### src/rtl/datapath_pkg.sv
`default_nettype none
// ============================================================================
// Module   : datapath_pkg
// Brief    : Shared types and constants for the multi-cycle datapath:
//            opcodes, FSM state encoding, instruction field positions and
//            ALU control codes.
// Revision : 1.0 - initial release
// ============================================================================
package datapath_pkg;

    // Instruction opcodes (op field, bits [31:28]); unlisted values are NOPs
    typedef enum logic [3:0] {
        OP_ADD  = 4'h0,
        OP_ADDI = 4'h1,
        OP_SUB  = 4'h2,
        OP_LW   = 4'h3,
        OP_SW   = 4'h4,
        OP_AND  = 4'h5,
        OP_OR   = 4'h6,
        OP_NOR  = 4'h7,
        OP_SLT  = 4'h8,
        OP_BEQ  = 4'h9,
        OP_HALT = 4'hF
    } opcode_e;

    // FSM state encoding
    typedef logic [2:0] state_t;
    localparam logic [2:0] C_ST_IDLE   = 3'd0;
    localparam logic [2:0] C_ST_FETCH  = 3'd1;
    localparam logic [2:0] C_ST_DECODE = 3'd2;
    localparam logic [2:0] C_ST_EXEC   = 3'd3;
    localparam logic [2:0] C_ST_MEM    = 3'd4;
    localparam logic [2:0] C_ST_WB     = 3'd5;
    localparam logic [2:0] C_ST_HALT   = 3'd6;

    // Instruction field positions
    localparam int C_OP_LSB  = 28;
    localparam int C_OP_W    = 4;
    localparam int C_RS_LSB  = 24;
    localparam int C_RT_LSB  = 20;
    localparam int C_RD_LSB  = 16;
    localparam int C_IMM_LSB = 0;
    localparam int C_IMM_W   = 16;

    // ALU operation select
    typedef enum logic [2:0] {
        ALU_AND = 3'd0,
        ALU_OR  = 3'd1,
        ALU_ADD = 3'd2,
        ALU_NOR = 3'd3,
        ALU_SUB = 3'd4,
        ALU_SLT = 3'd5
    } alu_ctrl_e;

    // Map an opcode to the ALU operation it needs (address calc uses ADD)
    function automatic alu_ctrl_e alu_ctrl_of(input logic [3:0] op);
        alu_ctrl_e ctrl;
        case (op)
            OP_SUB, OP_BEQ: ctrl = ALU_SUB;
            OP_AND:         ctrl = ALU_AND;
            OP_OR:          ctrl = ALU_OR;
            OP_NOR:         ctrl = ALU_NOR;
            OP_SLT:         ctrl = ALU_SLT;
            default:        ctrl = ALU_ADD;
        endcase
        return ctrl;
    endfunction

endpackage
`default_nettype wire

### src/rtl/mc_regfile.sv
`default_nettype none
// ============================================================================
// Module   : mc_regfile
// Brief    : Register file with two async read ports, an async debug read
//            port and one synchronous write port. Register 0 is never
//            written, so it always reads as zero. Async reset clears all.
// Revision : 1.0 - initial release
// ============================================================================
module mc_regfile
    import datapath_pkg::*;
#(
    parameter int XLEN = 32,
    parameter int NREG = 16,
    localparam int AW  = $clog2(NREG)
) (
    input  logic            clk,
    input  logic            rst,
    input  logic [AW-1:0]   raddr_a,
    output logic [XLEN-1:0] rdata_a,
    input  logic [AW-1:0]   raddr_b,
    output logic [XLEN-1:0] rdata_b,
    input  logic [AW-1:0]   dbg_raddr,
    output logic [XLEN-1:0] dbg_rdata,
    input  logic            we,
    input  logic [AW-1:0]   waddr,
    input  logic [XLEN-1:0] wdata
);

    logic [XLEN-1:0] r_regs [NREG];

    // Storage: cleared on reset, writes to register 0 are dropped
    always_ff @(posedge clk or posedge rst) begin
        if (rst) begin
            for (int i = 0; i < NREG; i++) begin
                r_regs[i] <= '0;
            end
        end else if (we && (waddr != '0)) begin
            r_regs[waddr] <= wdata;
        end
    end

    assign rdata_a   = r_regs[raddr_a];
    assign rdata_b   = r_regs[raddr_b];
    assign dbg_rdata = r_regs[dbg_raddr];

endmodule
`default_nettype wire

### src/rtl/multicycle_datapath.sv
`default_nettype none
// ============================================================================
// Module   : multicycle_datapath
// Brief    : Multi-cycle processor datapath and controller. Instructions run
//            through FETCH/DECODE/EXEC/[MEM]/[WB]; instruction and data
//            memories are reached over req/ack handshakes so wait states
//            simply extend the FETCH or MEM state.
// Revision : 1.0 - initial release
// ============================================================================
module multicycle_datapath
    import datapath_pkg::*;
#(
    parameter int XLEN = 32,
    parameter int NREG = 16,
    parameter int PC_W = 8,
    parameter int DA_W = 8,
    localparam int AW  = $clog2(NREG)
) (
    input  logic            clk,
    input  logic            rst,
    output logic            imem_req,
    output logic [PC_W-1:0] imem_addr,
    input  logic            imem_ack,
    input  logic [31:0]     imem_rdata,
    output logic            dmem_req,
    output logic            dmem_we,
    output logic [DA_W-1:0] dmem_addr,
    output logic [XLEN-1:0] dmem_wdata,
    input  logic            dmem_ack,
    input  logic [XLEN-1:0] dmem_rdata,
    output logic            retire,
    output logic            halted,
    output logic [PC_W-1:0] pc,
    input  logic [AW-1:0]   dbg_raddr,
    output logic [XLEN-1:0] dbg_rdata
);

    state_t          r_state;
    logic [PC_W-1:0] r_pc;
    logic [31:0]     r_ir;
    logic [XLEN-1:0] r_a;
    logic [XLEN-1:0] r_b;
    logic [XLEN-1:0] r_alu;
    logic [XLEN-1:0] r_mdr;

    logic [3:0]      w_op;
    logic [AW-1:0]   w_rs;
    logic [AW-1:0]   w_rt;
    logic [AW-1:0]   w_rd;
    logic [XLEN-1:0] w_imm;
    logic [XLEN-1:0] w_rs_data;
    logic [XLEN-1:0] w_rt_data;
    logic [XLEN-1:0] w_alu_b;
    logic [XLEN-1:0] w_alu_res;
    logic [PC_W-1:0] w_pc4;
    logic [PC_W-1:0] w_br_tgt;
    logic            w_is_rtype;
    logic            w_uses_imm;
    logic            w_is_nop;
    logic            w_rf_we;
    logic [AW-1:0]   w_rf_waddr;
    logic [XLEN-1:0] w_rf_wdata;

    // Instruction field extraction
    assign w_op  = r_ir[C_OP_LSB +: C_OP_W];
    assign w_rs  = r_ir[C_RS_LSB +: AW];
    assign w_rt  = r_ir[C_RT_LSB +: AW];
    assign w_rd  = r_ir[C_RD_LSB +: AW];
    assign w_imm = XLEN'($signed(r_ir[C_IMM_LSB +: C_IMM_W]));

    // PC arithmetic wraps naturally at PC_W bits
    assign w_pc4    = r_pc + PC_W'(4);
    assign w_br_tgt = w_pc4 + PC_W'(w_imm << 2);

    // Opcode classification
    always_comb begin
        w_is_rtype = 1'b0;
        w_uses_imm = 1'b0;
        w_is_nop   = 1'b0;
        case (w_op)
            OP_ADD, OP_SUB, OP_AND, OP_OR, OP_NOR, OP_SLT: w_is_rtype = 1'b1;
            OP_ADDI, OP_LW, OP_SW:                         w_uses_imm = 1'b1;
            OP_BEQ, OP_HALT:                               ;
            default:                                       w_is_nop   = 1'b1;
        endcase
    end

    // ALU: second operand is the immediate for ADDI/LW/SW, else B
    assign w_alu_b = w_uses_imm ? w_imm : r_b;

    // ALU operation select
    always_comb begin
        w_alu_res = '0;
        case (alu_ctrl_of(w_op))
            ALU_AND: w_alu_res = r_a & w_alu_b;
            ALU_OR:  w_alu_res = r_a | w_alu_b;
            ALU_NOR: w_alu_res = ~(r_a | w_alu_b);
            ALU_SUB: w_alu_res = r_a - w_alu_b;
            ALU_SLT: w_alu_res = XLEN'(r_a < w_alu_b);
            default: w_alu_res = r_a + w_alu_b;
        endcase
    end

    // Register write-back: R-type targets rd, ADDI/LW target rt
    assign w_rf_we    = (r_state == C_ST_WB);
    assign w_rf_waddr = w_is_rtype ? w_rd : w_rt;
    assign w_rf_wdata = (w_op == OP_LW) ? r_mdr : r_alu;

    mc_regfile #(
        .XLEN (XLEN),
        .NREG (NREG)
    ) u_regfile (
        .clk       (clk),
        .rst       (rst),
        .raddr_a   (w_rs),
        .rdata_a   (w_rs_data),
        .raddr_b   (w_rt),
        .rdata_b   (w_rt_data),
        .dbg_raddr (dbg_raddr),
        .dbg_rdata (dbg_rdata),
        .we        (w_rf_we),
        .waddr     (w_rf_waddr),
        .wdata     (w_rf_wdata)
    );

    // Controller FSM plus PC, IR, A/B, ALU-out and MDR registers
    always_ff @(posedge clk or posedge rst) begin
        if (rst) begin
            r_state <= C_ST_IDLE;
            r_pc    <= '0;
            r_ir    <= '0;
            r_a     <= '0;
            r_b     <= '0;
            r_alu   <= '0;
            r_mdr   <= '0;
        end else begin
            case (r_state)
                C_ST_IDLE: r_state <= C_ST_FETCH;
                C_ST_FETCH: begin
                    if (imem_ack) begin
                        r_ir    <= imem_rdata;
                        r_state <= C_ST_DECODE;
                    end
                end
                C_ST_DECODE: begin
                    r_a     <= w_rs_data;
                    r_b     <= w_rt_data;
                    r_state <= C_ST_EXEC;
                end
                C_ST_EXEC: begin
                    r_alu <= w_alu_res;
                    if (w_op == OP_BEQ) begin
                        r_pc    <= (r_a == r_b) ? w_br_tgt : w_pc4;
                        r_state <= C_ST_FETCH;
                    end else if (w_is_nop) begin
                        r_pc    <= w_pc4;
                        r_state <= C_ST_FETCH;
                    end else if (w_op == OP_LW || w_op == OP_SW) begin
                        r_state <= C_ST_MEM;
                    end else if (w_op == OP_HALT) begin
                        r_state <= C_ST_HALT;
                    end else begin
                        r_state <= C_ST_WB;
                    end
                end
                C_ST_MEM: begin
                    if (dmem_ack) begin
                        if (w_op == OP_LW) begin
                            r_mdr   <= dmem_rdata;
                            r_state <= C_ST_WB;
                        end else begin
                            r_pc    <= w_pc4;
                            r_state <= C_ST_FETCH;
                        end
                    end
                end
                C_ST_WB: begin
                    r_pc    <= w_pc4;
                    r_state <= C_ST_FETCH;
                end
                C_ST_HALT: r_state <= C_ST_HALT;
                default:   r_state <= C_ST_IDLE;
            endcase
        end
    end

    // Handshake outputs are decoded from state so reset drops them at once;
    // the held registers keep addr/data stable while a request waits
    assign imem_req   = (r_state == C_ST_FETCH);
    assign imem_addr  = imem_req ? r_pc : '0;
    assign dmem_req   = (r_state == C_ST_MEM);
    assign dmem_we    = dmem_req && (w_op == OP_SW);
    assign dmem_addr  = dmem_req ? r_alu[DA_W-1:0] : '0;
    assign dmem_wdata = dmem_req ? r_b : '0;

    assign retire = ((r_state == C_ST_EXEC) && ((w_op == OP_BEQ) || w_is_nop))
                  || ((r_state == C_ST_MEM) && dmem_ack && (w_op == OP_SW))
                  || (r_state == C_ST_WB);
    assign halted = (r_state == C_ST_HALT);
    assign pc     = r_pc;

endmodule
`default_nettype wire

### config.mk
export PLATFORM = sky130hd
export DESIGN_NAME = multicycle_datapath
export DESIGN_NICKNAME = d
export VERILOG_FILES = /design/src/rtl/datapath_pkg.sv /design/src/rtl/mc_regfile.sv /design/src/rtl/multicycle_datapath.sv
export SDC_FILE = /design/constraint.sdc
export NUM_CORES = 2
export LEC_CHECK = 0
export ABC_CLOCK_PERIOD_IN_PS = 25700
export CORE_AREA = 2 2 273 275
export CTS_BUF_LIST = sky130_fd_sc_hd__clkbuf_4 sky130_fd_sc_hd__clkbuf_8
export CTS_CLUSTER_DIAMETER = 50
export DETAILED_ROUTE_END_ITERATION = 8
export DIE_AREA = 0 0 275 277
export PLACE_DENSITY = 0.78
export SYNTH_ARGS = -nofsm -noshare
export SYNTH_HDL_FRONTEND = slang
export SYNTH_HIERARCHICAL = 1
export SYNTH_SLANG_ARGS = --single-unit
### constraint.sdc
create_clock -name clk -period 25.7 [get_ports clk]
set_input_delay 5.14 -clock clk [delete_from_list [all_inputs] [get_ports clk]]
set_output_delay 5.14 -clock clk [all_outputs]
set_load 0.01 [all_outputs]
=== Word-level counts from Yosys, hierarchy flattened ===
Index checks and enable logic that the tools add are counted.

* Add/sub/neg operators: 4
* $lt $le $gt $ge: 6
* Bitwise operators: 7
* Reductions and logical operators: 24
* Equal/unequal tests: 25
* Multiplexer cells: 37

{| class="wikitable"
|+ Operators by type and width
! kind !! count
|-
| $bwmux W512 || 1
|-
| $bmux W32 S4 || 3
|-
| $mux W32 || 10
|-
| $pmux W32 S5 || 1
|-
| $demux W32 S4 || 1
|-
| $mux W8 || 7
|-
| $add A32 B32 Y32 || 1
|-
| $and A32 B32 Y32 || 1
|-
| $eq A32 B32 Y1 || 1
|-
| $lt A32 B32 Y1 || 1
|-
| $not A32 Y32 || 1
|-
| $or A32 B32 Y32 || 1
|-
| $sub A32 B32 Y32 || 1
|-
| $pmux W8 S3 || 1
|-
| $ge A5 B5 Y1 const B || 4
|-
| $not A4 Y5 || 4
|-
| $pmux W3 S6 || 1
|-
| $eq A4 B3 Y1 const B || 4
|-
| $eq A3 B3 Y1 const B || 5
|-
| $mux W3 || 5
|-
| $pmux W3 S5 || 1
|-
| $eq A4 B4 Y1 const B || 3
|-
| $reduce_or A11 Y1 || 1
|-
| $eq A3 B2 Y1 const B || 3
|-
| 24 further kinds || 41
|}

* Output and inout bits: 93
* Input port bits: 72
* Logic and storage cells: 126
* Register bits after elaboration: 683

=== Logic depth before layout (Yosys ltp) ===
* Depth after elaboration: 10
* Mapped depth: 20
* Gate-level depth less buffers: 17

=== Cells and area by module ===
Netlist, hierarchy kept.

{| class="wikitable"
|+ Modules (own cells, without submodules)
! module !! cells an instance !! area each (um^2) !! times used
|-
| mc_regfile || 1943 || 29942.5 || 1
|-
| multicycle_datapath || 1652 || 13601.8 || 1
|}

=== Worst setup path before layout ===
OpenSTA, ideal clock, no wires.

* Path kind: input to output
* Start: input port dbg_raddr[0]
* End: output port dbg_rdata[15]
* Slack: 14160 ps
* Cell stages on the path: 5
* Data arrival time: 6400 ps
* Path buffers: 2
* Path through: buf_4 -> buf_2 -> mux4_2 -> a22oi_1 -> nand2_1

* Longest elaborated chain between the ends: 4

{| class="wikitable"
|+ RTL lines
! item !! RTL line !! text
|-
| from (decl) || multicycle_datapath.sv:34 || <nowiki>input logic [AW-1:0] dbg_raddr,</nowiki>
|-
| $not A4 Y5 (implied by the code) || mc_regfile.sv:44 || <nowiki>assign dbg_rdata = r_regs[dbg_raddr];</nowiki>
|-
| $bmux W32 S4 || mc_regfile.sv:44 ||
|-
| $mux W32 (implied by the code) (2 in series) || mc_regfile.sv:44 ||
|-
| to (decl) || multicycle_datapath.sv:35 || <nowiki>output logic [XLEN-1:0] dbg_rdata</nowiki>
|}

No other way between the ends. The select of a mux whose other input is x is not followed.

=== Worst setup path after layout ===
* Start: input port dbg_raddr[1]
* End: output port dbg_rdata[17]

The elaborated chain is that of the path after synthesis.

==> run_results.csv <==
group,metric,value,unit
status,status,"completed",
global_routing,antenna_found_initial,4,
floorplan,top_level_ports,165,
pwr,p_per_area,138.4,nW/um2
global_routing,grt_usage,35.69,%
cts,postCtsSetupRepairBufs,0,
critical_path,cp_data_arrival_time,8.07,ns
pwr,p_total,6.663,mW
cts,cts_tree,"built",
synth,async_flop_share,100.0,%
synth,syn_area_per_cell,12.11,um2
floorplan,dieArea,76180,um2
routing,num_vias,32760,
sta,slew_headroom,18.41,%
synth,yosysTopAreaCellShare,39.14,%
floorplan,die_w,275,um
synth,synth_top_flop_cell,"dfrtp_1",
cts,cts.repair.resized,0,
synth,synthTopCellsByArea,"dfrtp_1 39%, mux4_2 20%, mux2_2 15%",
routing,drc,0,
synth,synth_top_cell_by_area,"dfrtp_1",
place,place_inst,4449,
pwr,p_sw,3.014,mW
cts,cts_buffers,113,
layout,layout.cells.non_filler,4663,
synth,synth.distinct_cells,92,
synth,synth_edf_count,0,
routing,vias_per_cell,7.024,
sta,finalSetupTns,0,ns
sta,worst_slack,12.49,ns
pwr,intPower,3.648,mW
floorplan,die_h,277,um
sta,final_max_slew_viol_count,0,
critical_path,startpoint_type,"input port",
critical_path,cp-startpoint,"dbg_raddr[1]",
synth,ys_ff_latch,681,
synth,synth_seq_area_share,39.14,%
global_routing,grt_overflow,0,
routing,antenna_left,0,
sta,finClkSkew,0.04803,ns
pwr,vdd_drop_max,93.44,uV
synth,synth_warnings,6,
layout,synthToLayoutAreaGrowth,10.55,%
place,portBuffers,160,
layout,final_nets,3773,
critical_path,required,20.56,ns
pwr,pwr-share-comb,55.1,%
critical_path,path_buf_inv,3,
pwr,pwr-share-seq,29.0,%
routing,drtIter0Drc,4188,
cts,cts.sinks,681,
hold_path,hp-class,"reg -> reg",
sta,finalCriticalPeriod,13.21,ns
sta,rsz0062_at_grt,"false",
sta,period_share,51.40,%
cts,htreeDepth,3,
critical_path,critical_path_class,"in -> out",
critical_path,cp_top_family,"buffers and inverters",
floorplan,row_count,100,
critical_path,regToRegStartpoint,"r_ir[29]",
cts,cts_root_buf,"clkbuf_8",
sta,hold_viol_final,0,
routing,drt-pass1-iter-count,6,
critical_path,cp_slowest_cell,"buf_4",
synth,synth_cells,3595,
pwr,clkPwrFrac,15.9,%
global_routing,grt_max_degree,166,
run,maxCapViolCount,0,
cts,holdBufCountCts,0,
critical_path,cpPeakStageDelay,0.98,ns
critical_path,end_kind,"output pin",
place,place_ws,12.53,ns
place,dp_hpwl,82440,um
global_routing,grt_pass1_vias,32500,
cts,clk_pin_slew_worst_paths,0.06,ns
critical_path,crit_path_max_fanout,80,
pwr,leakagePower,21.63,nW
routing,wl_per_cell,28.94,um
sta,worst_pin_slew,1.224,ns
floorplan,start_util,59.19,%
critical_path,crit_chain,"buf_6, buf_4, mux4_2, a22oi_1, nand2_1, clkdlybuf4s50_1",
critical_path,ff2ff_setup_slack,20.26,ns
floorplan,core_area,73570,um2
synth,syn_area,43540,um2
hold_path,hold_start,"u_regfile/r_regs[485]",
cts,clk_latency,0.76,ns
sta,holdWs,0.4146,ns
place,gp_congestion,0.9966,
layout,layout-drive-gt1-share,35.53,%
routing,wl,134900,um
pwr,swShare,45.24,%
sta,finalSetupViolations,0,
cts,clock_path_buffers,3,
global_routing,grt_pass1_wl,203500,um
sta,fmax,0.07570,GHz
-- logic make-up (layout without fill, tap and decap cells) --
kind of cell    count (synthesis)  in the layout  share of synthesized area [%]
buf+inv                       449            541                          4.301
flops                         681            681                          39.14
other cells                     1              8                       0.008612
compound gates                596            596                          9.229
fa+ha+maj                     106            106                          3.098
mux                           999            999                          35.70
simple gates                  693            693                          7.115
xor+xnor                       70             70                          1.408
-- placed cells by master (no fill, tap or decap), types with 103 or more instances in the layout --
cell,Yosys,final
a21oi_1,106,106
a22oi_1,192,192
clkbuf_8,0,152
clkdlybuf4s50_1,0,158
dfrtp_1,681,676
ha_1,103,103
mux2_2,581,581
mux4_2,384,384
nand2_1,382,382
nor2_1,121,107
o21ai_0,137,137
-- power groups by stage --
stage / Combinational, mW / Sequential [mW] / Clock (mW)
after floorplan: 2.69 / 1.72 / 0
after global placement: 3.51 / 1.90 / 0
after detailed placement: 3.56 / 1.93 / 0
after CTS: 3.58 / 1.91 / 1.07
after global routing: 3.89 / 1.99 / 1.12
final: 3.67 / 1.93 / 1.06
-- stage by stage --
step / util, % / area (um2)
after floorplan: - / 43560
after global placement: 61.98 / 45600
after detailed placement: 61.98 / 45600
after CTS: 65.42 / 48130
after global routing: 65.43 / 48130
final: 65.43 / 48140
-- final timing paths --
path | to | depth (start not counted)
min | u_regfile/r_regs[485] | 0
max reg2reg | r_alu[26] | 17
max | dbg_rdata[17] | 6
max in group asynchronous | u_regfile/r_regs[327] | 4
min in group asynchronous | r_mdr[28] | 2
min reg2reg | u_regfile/r_regs[485] | 0
-- Yosys cell counts (7+ instances only) --
cell	n
clkbuf_1	204
mux2_2	581
a31oi_1	8
xor2_1	33
nand3_1	17
buf_1	30
ha_1	103
nand2b_1	17
o21ai_0	137
mux4_2	384
o21bai_1	19
inv_1	104
nor3_1	15
mux2_1	13
o31ai_1	19
nor4_1	16
nor2b_1	18
a22oi_1	192
xnor2_1	37
a221oi_1	9
buf_4	7
o211ai_1	7
a21oi_1	106
nor2_1	121
nand2_1	382
or3_1	9
buf_2	92
nand4_1	14
o22ai_1	13
dfrtp_1	681
a21o_1	11
and2_1	55
mux2i_1	21
-- per-layer routing --
layer / global-route usage (%) / share of wire, % / up-vias
met3: 13.01 / 14 / 417
met4: 15.29 / 4.5 / 0
li1: - / - / 13490
met2: 52.11 / 44 / 2206
met5: 0 / 0 / -
met1: 48.25 / 37 / 16640
-- layout make-up --
cell class,count,area [um2]
fill,5381,25430
multi-input combinational,2468,24820
sequential,681,17060
clock buffer,180,2296
timing repair buffer,222,2085
tap,969,1212
inverter,109,424.2
clock inverter,30,234.0
antenna,4,10.01
-- worst register-to-register path, delay by kind of cell (launching register included) --
| kind | cells | cell delay (ns) |
|---|---|---|
| buf+inv | 1 | 0.08 |
| simple gates | 8 | 2.39 |
| compound gates | 5 | 1.26 |
| mux | 1 | 0.19 |
| flops | 1 | 0.71 |
| fa+ha+maj | 2 | 0.67 |
-- flip-flops by register name, indices dropped and copies added (netlist names) --
| name | flops |
|---|---|
| r_alu | 32 |
| r_a | 32 |
| pc | 6 |
| u_regfile/r_regs | 512 |
| r_mdr | 32 |
| r_ir | 32 |
| r_b | 32 |
| r_state | 3 |
Note: power is estimated with default switching activity, not from simulation.
